**config.mk**
```make
export PLATFORM = sky130hd
export DESIGN_NAME = ldtu_out_fifo
export DESIGN_NICKNAME = d
export VERILOG_FILES = /design/src/rtl/ldtu_out_fifo.sv
export SDC_FILE = /design/constraint.sdc
export NUM_CORES = 2
export LEC_CHECK = 0
export ABC_CLOCK_PERIOD_IN_PS = 3340
export CAP_MARGIN = 30
export CORE_MARGIN = 2
export CORE_UTILIZATION = 50
export DETAILED_ROUTE_END_ITERATION = 7
export PLACE_DENSITY = 0.65
export SLEW_MARGIN = 20
export SYNTH_ARGS = -nofsm -noshare
export SYNTH_HDL_FRONTEND = slang
export SYNTH_SLANG_ARGS = --single-unit
export TNS_END_PERCENT = 1
```
**constraint.sdc**
```tcl
create_clock -name CLK -period 3.34 [get_ports CLK]
set_input_delay 0.501 -clock CLK [delete_from_list [all_inputs] [get_ports CLK]]
set_output_delay 0.501 -clock CLK [all_outputs]
set_load 0.01 [all_outputs]
```
**src/rtl/ldtu_out_fifo.sv**
```systemverilog
// Output buffer after the TMR control unit: 32-bit word FIFO with idle-word fill, overflow tracking
// and one-slot full reserve. Optional per-slot even parity guarded by LDTU_OUT_FIFO_PARITY_EN.
module ldtu_out_fifo #(
  parameter int                  Nbits_32       = 32,
  parameter int                  FifoDepth_buff = 64,
  parameter int                  bits_ptr       = 6,
  parameter logic [Nbits_32-1:0] IdleWord       = 32'hEAAAAAAA,
  parameter int                  ovfBits        = 8
) (
  input  logic                CLK,
  input  logic                reset,
  input  logic                write_signal,
  input  logic [Nbits_32-1:0] DATA_in,
  input  logic                read_signal,
  output logic                full,
  output logic                empty,
  output logic [Nbits_32-1:0] DATA_out,
  output logic                data_valid,
  output logic [bits_ptr:0]   fifo_level,
  output logic                overflow,
  output logic [ovfBits-1:0]  overflow_count
`ifdef LDTU_OUT_FIFO_PARITY_EN
  ,
  output logic                parity_err
`endif
);

  localparam logic [bits_ptr:0]   DepthC = (bits_ptr+1)'(FifoDepth_buff);
  localparam logic [bits_ptr:0]   CntOne = (bits_ptr+1)'(1);
  localparam logic [bits_ptr-1:0] PtrOne = bits_ptr'(1);
  localparam logic [ovfBits-1:0]  OvfOne = ovfBits'(1);

  logic [Nbits_32-1:0] mem_q [FifoDepth_buff];
  logic [bits_ptr-1:0] wr_ptr_q, wr_ptr_d, rd_ptr_q, rd_ptr_d;
  logic [bits_ptr:0]   count_q, count_d;
  logic [Nbits_32-1:0] data_out_q, data_out_d;
  logic                data_valid_q, data_valid_d;
  logic                overflow_q, overflow_d;
  logic [ovfBits-1:0]  ovf_cnt_q, ovf_cnt_d;
  logic                rd_ok, wr_ok, wr_drop;

  // A read at full frees a slot on the same edge, so a simultaneous write is still accepted.
  assign rd_ok   = read_signal && (count_q != '0);
  assign wr_ok   = write_signal && ((count_q != DepthC) || rd_ok);
  assign wr_drop = write_signal && !wr_ok;

  always_comb begin
    wr_ptr_d     = wr_ptr_q;
    rd_ptr_d     = rd_ptr_q;
    count_d      = count_q;
    data_out_d   = data_out_q;
    data_valid_d = 1'b0;
    overflow_d   = overflow_q;
    ovf_cnt_d    = ovf_cnt_q;
    if (wr_ok) begin
      wr_ptr_d = wr_ptr_q + PtrOne;
    end
    if (rd_ok) begin
      rd_ptr_d     = rd_ptr_q + PtrOne;
      data_out_d   = mem_q[rd_ptr_q];
      data_valid_d = 1'b1;
    end else if (read_signal) begin
      data_out_d = IdleWord;
    end
    if (wr_ok && !rd_ok) begin
      count_d = count_q + CntOne;
    end else if (rd_ok && !wr_ok) begin
      count_d = count_q - CntOne;
    end
    if (wr_drop) begin
      overflow_d = 1'b1;
      if (ovf_cnt_q != '1) begin
        ovf_cnt_d = ovf_cnt_q + OvfOne;
      end
    end
  end

  always_ff @(posedge CLK or posedge reset) begin
    if (reset) begin
      wr_ptr_q     <= '0;
      rd_ptr_q     <= '0;
      count_q      <= '0;
      data_out_q   <= IdleWord;
      data_valid_q <= 1'b0;
      overflow_q   <= 1'b0;
      ovf_cnt_q    <= '0;
    end else begin
      wr_ptr_q     <= wr_ptr_d;
      rd_ptr_q     <= rd_ptr_d;
      count_q      <= count_d;
      data_out_q   <= data_out_d;
      data_valid_q <= data_valid_d;
      overflow_q   <= overflow_d;
      ovf_cnt_q    <= ovf_cnt_d;
    end
  end

  // Storage is not reset; stale contents are unreachable once the pointers clear.
  always_ff @(posedge CLK) begin
    if (wr_ok) begin
      mem_q[wr_ptr_q] <= DATA_in;
    end
  end

`ifdef LDTU_OUT_FIFO_PARITY_EN
  logic par_q [FifoDepth_buff];
  logic parity_err_q, parity_err_d;

  always_comb begin
    parity_err_d = parity_err_q;
    if (rd_ok && ((^mem_q[rd_ptr_q]) != par_q[rd_ptr_q])) begin
      parity_err_d = 1'b1;
    end
  end

  always_ff @(posedge CLK) begin
    if (wr_ok) begin
      par_q[wr_ptr_q] <= ^DATA_in;
    end
  end

  always_ff @(posedge CLK or posedge reset) begin
    if (reset) begin
      parity_err_q <= 1'b0;
    end else begin
      parity_err_q <= parity_err_d;
    end
  end

  assign parity_err = parity_err_q;
`endif

  assign full           = (count_q >= (DepthC - CntOne));
  assign empty          = (count_q == '0);
  assign fifo_level     = count_q;
  assign DATA_out       = data_out_q;
  assign data_valid     = data_valid_q;
  assign overflow       = overflow_q;
  assign overflow_count = ovf_cnt_q;

endmodule

```
==> metrics <==
FP Rows 147; Most Used Layer, Global Route met2; M2 GR Usage 40.6%; Final Skew 37.6 ps; gr ovfl total 0; largest net degree at the start of global routing 65; Max FO, Critical Path 41; setup ws final 116 ps; Cell Area, Synth 0.0810 sq mm; clock share of power 29.4%; Placement Setup Slack 9.11 ps; Seq/Total Area, Yosys 77.9%; routability cong. 0.882; Final setup viols 0; minimum clock period 3220 ps; met1 Resource Use GR 37.2%; DR DRC count 0; die area 0.165 sq mm; htree depth 4; Flop pwr share 40.5%; RR Startpoint rd_ptr_q[0]; drt pass-1 iters 6; Die W 406 um; Fin Setup TNS 0 ps; Final Hold Fails 0; worst skew pair latency 830 ps; Worst Setup End Kind flip-flop; num ports 87; PortBufs 86; relative slew slack 32.5%; Setup crit start kind flip-flop; Vias/cell 6.29; Core ar. 0.161 sq mm; Max Fclk 0.310 GHz; met3 Use GR 6.15%; placed cell count 5,902; combinational fraction of design power 30.1%; run status complete, no violations; Sink Count 2,109; IR drop worst, VDD 0.704 mV; final core utilization 58.5%; area growth from synthesis to layout 16.2%; Leak Pwr 29.7 nW; Routed WL 212,000 um; pwr dens 824 mW/mm^2; number of synthesized register bits 2,109; Total Routing Usage GR 26.1%; Setup CP Type flip-flop to flip-flop; clock tree buffer depth 3; vias in the first global route 39,700; post-CTS setup buffer count 0; Hold WS 67.4 ps; Register-to-Register Path Depth 6; worst slew pin tran 1010 ps; layout net count 3,999; DP HPWL 127,000 um; Netlist cell types 62; worst reg2reg path endpoint DATA_out[13]; syn_nets 3,576; cell internal pwr 53.8 mW; cell count after synthesis 3,529; Initial Util 50.4%; initial drt markers 5,801; Post-synth ARST share 2.89%; crit path DAT 3930 ps; synth warn 0; maxcap violations 0; RSZ-0062 raised after global routing false; Die Y 406 um; final non-filler cell total 6,284; commonest non-fill, non-tap cells in the layout edfxtp_1 (2,048), mux4_2 (539), buf_4 (236); Clock Pin Slew Worst Setup and Hold Paths 60 ps; most common cell after layout, fill and taps aside edfxtp_1; CTS tree yes; Final ANT Viol Nets 0; switching power share of the total 30.5%; top_reg_cell synth edfxtp_1; switching power 23.7 mW; antenna violations before repair 13; Hold WC Path Type primary input to asynchronous set/reset pin; Slew Limit Fails 0; crit share post-route 96.5%; Avg Cell Area, Syn 22.9 sq um; CTS Buf Count 205; first-pass GRT wire length 299,000 um; r2r setup slk 120 ps; wire per inst 33.8 um; CTS root buf clkbuf_16; EDFF count, synth 2,048; layout cells sized above 1 32.3%; DR vias 39,500; Worst EP required 4050 ps
area by class of cell:
class	count	area, sq um
Fill cell	11500	66700
Antenna cell	3	7.51
Inverter	8	33.8
Multi-Input combinational cell	1219	17400
Clock buffer	259	5420
Sequential cell	2109	63100
Timing Repair Buffer	409	4220
Tap cell	2160	2700
Clock inverter	117	1190
critical path, stage by stage, from the launching register on:
cell	delay, ps
dfrtp_4	640
buf_12	290
buf_12	350
mux4_2	560
mux4_2	580
o22ai_1	480
a211oi_1	110
cell usage after synthesis, drive strengths merged, types with 14 or more instances:
library cell / count / area share [%]
buf: 131 / 0.97
nor2b: 28 / 0.22
o22ai: 32 / 0.25
mux2: 40 / 0.56
nor2: 90 / 0.42
a211oi: 22 / 0.20
nand2: 65 / 0.30
dfrtp: 44 / 1.4
dfstp: 17 / 0.55
edfxtp: 2048 / 76
a221oi: 14 / 0.15
mux4: 539 / 15
o211ai: 34 / 0.32
xnor2: 17 / 0.18
a21oi: 40 / 0.25
clkbuf: 62 / 0.29
a22oi: 45 / 0.42
o21ai: 20 / 0.12
mux2i: 83 / 1.0
nand3: 19 / 0.12
flip-flops by register name, indices dropped and copies added, names as in the netlist:
name            cells
overflow_count      8
fifo_level          7
mem_q            2048
data_valid          1
DATA_out           32
overflow            1
wr_ptr_q            6
rd_ptr_q            6
through the flow:
step / total power, mW / instance area, sq um
floorplan: 45.2 / 81000
global placement: 55.0 / 87300
detailed placement: 55.2 / 87300
CTS: 77.9 / 94000
global route: 80.0 / 94000
finish: 77.5 / 94100
what timing repair did:
| action | CTS | global route |
|---|---|---|
| endpoints found under the setup margin | 1 | 4 |
| pin swaps | 0 | 0 |
| hold buffers | 0 | 0 |
| resized for setup | 2 | 4 |
cells by family after synthesis:
kind of cell | Yosys count | synth area share, %
fa+ha+maj | 11 | 0.179
buf+inv | 201 | 1.30
compound gates | 254 | 2.24
xor+xnor | 21 | 0.236
simple gates | 271 | 1.61
flops | 2109 | 77.9
mux | 662 | 16.6
worst max-delay path by stage:
stage,to,cells past startpoint,from
floorplan,mem_q[59][0],6,fifo_level[0]
global placement,DATA_out[21],6,rd_ptr_q[0]
detailed placement,DATA_out[21],6,rd_ptr_q[0]
CTS,DATA_out[21],6,rd_ptr_q[0]
global route,DATA_out[13],6,rd_ptr_q[0]
finish,DATA_out[13],6,rd_ptr_q[0]
power groups by stage:
stage               logic, mW  clock network (mW)  registers (mW)
floorplan                13.9                   0            31.3
global placement         23.2                   0            31.9
detailed placement       23.3                   0            31.9
CTS                      23.4                23.1            31.3
global route             24.4                24.1            31.4
finish                   23.3                22.8            31.4
routing by layer:
layer	share of wire (%)	vias up
met1	39	21200
met3	10	318
met2	48	2062
met5	0.016	-
met4	3.0	6
li1	-	15900
Power figures use the tool's default switching activity.
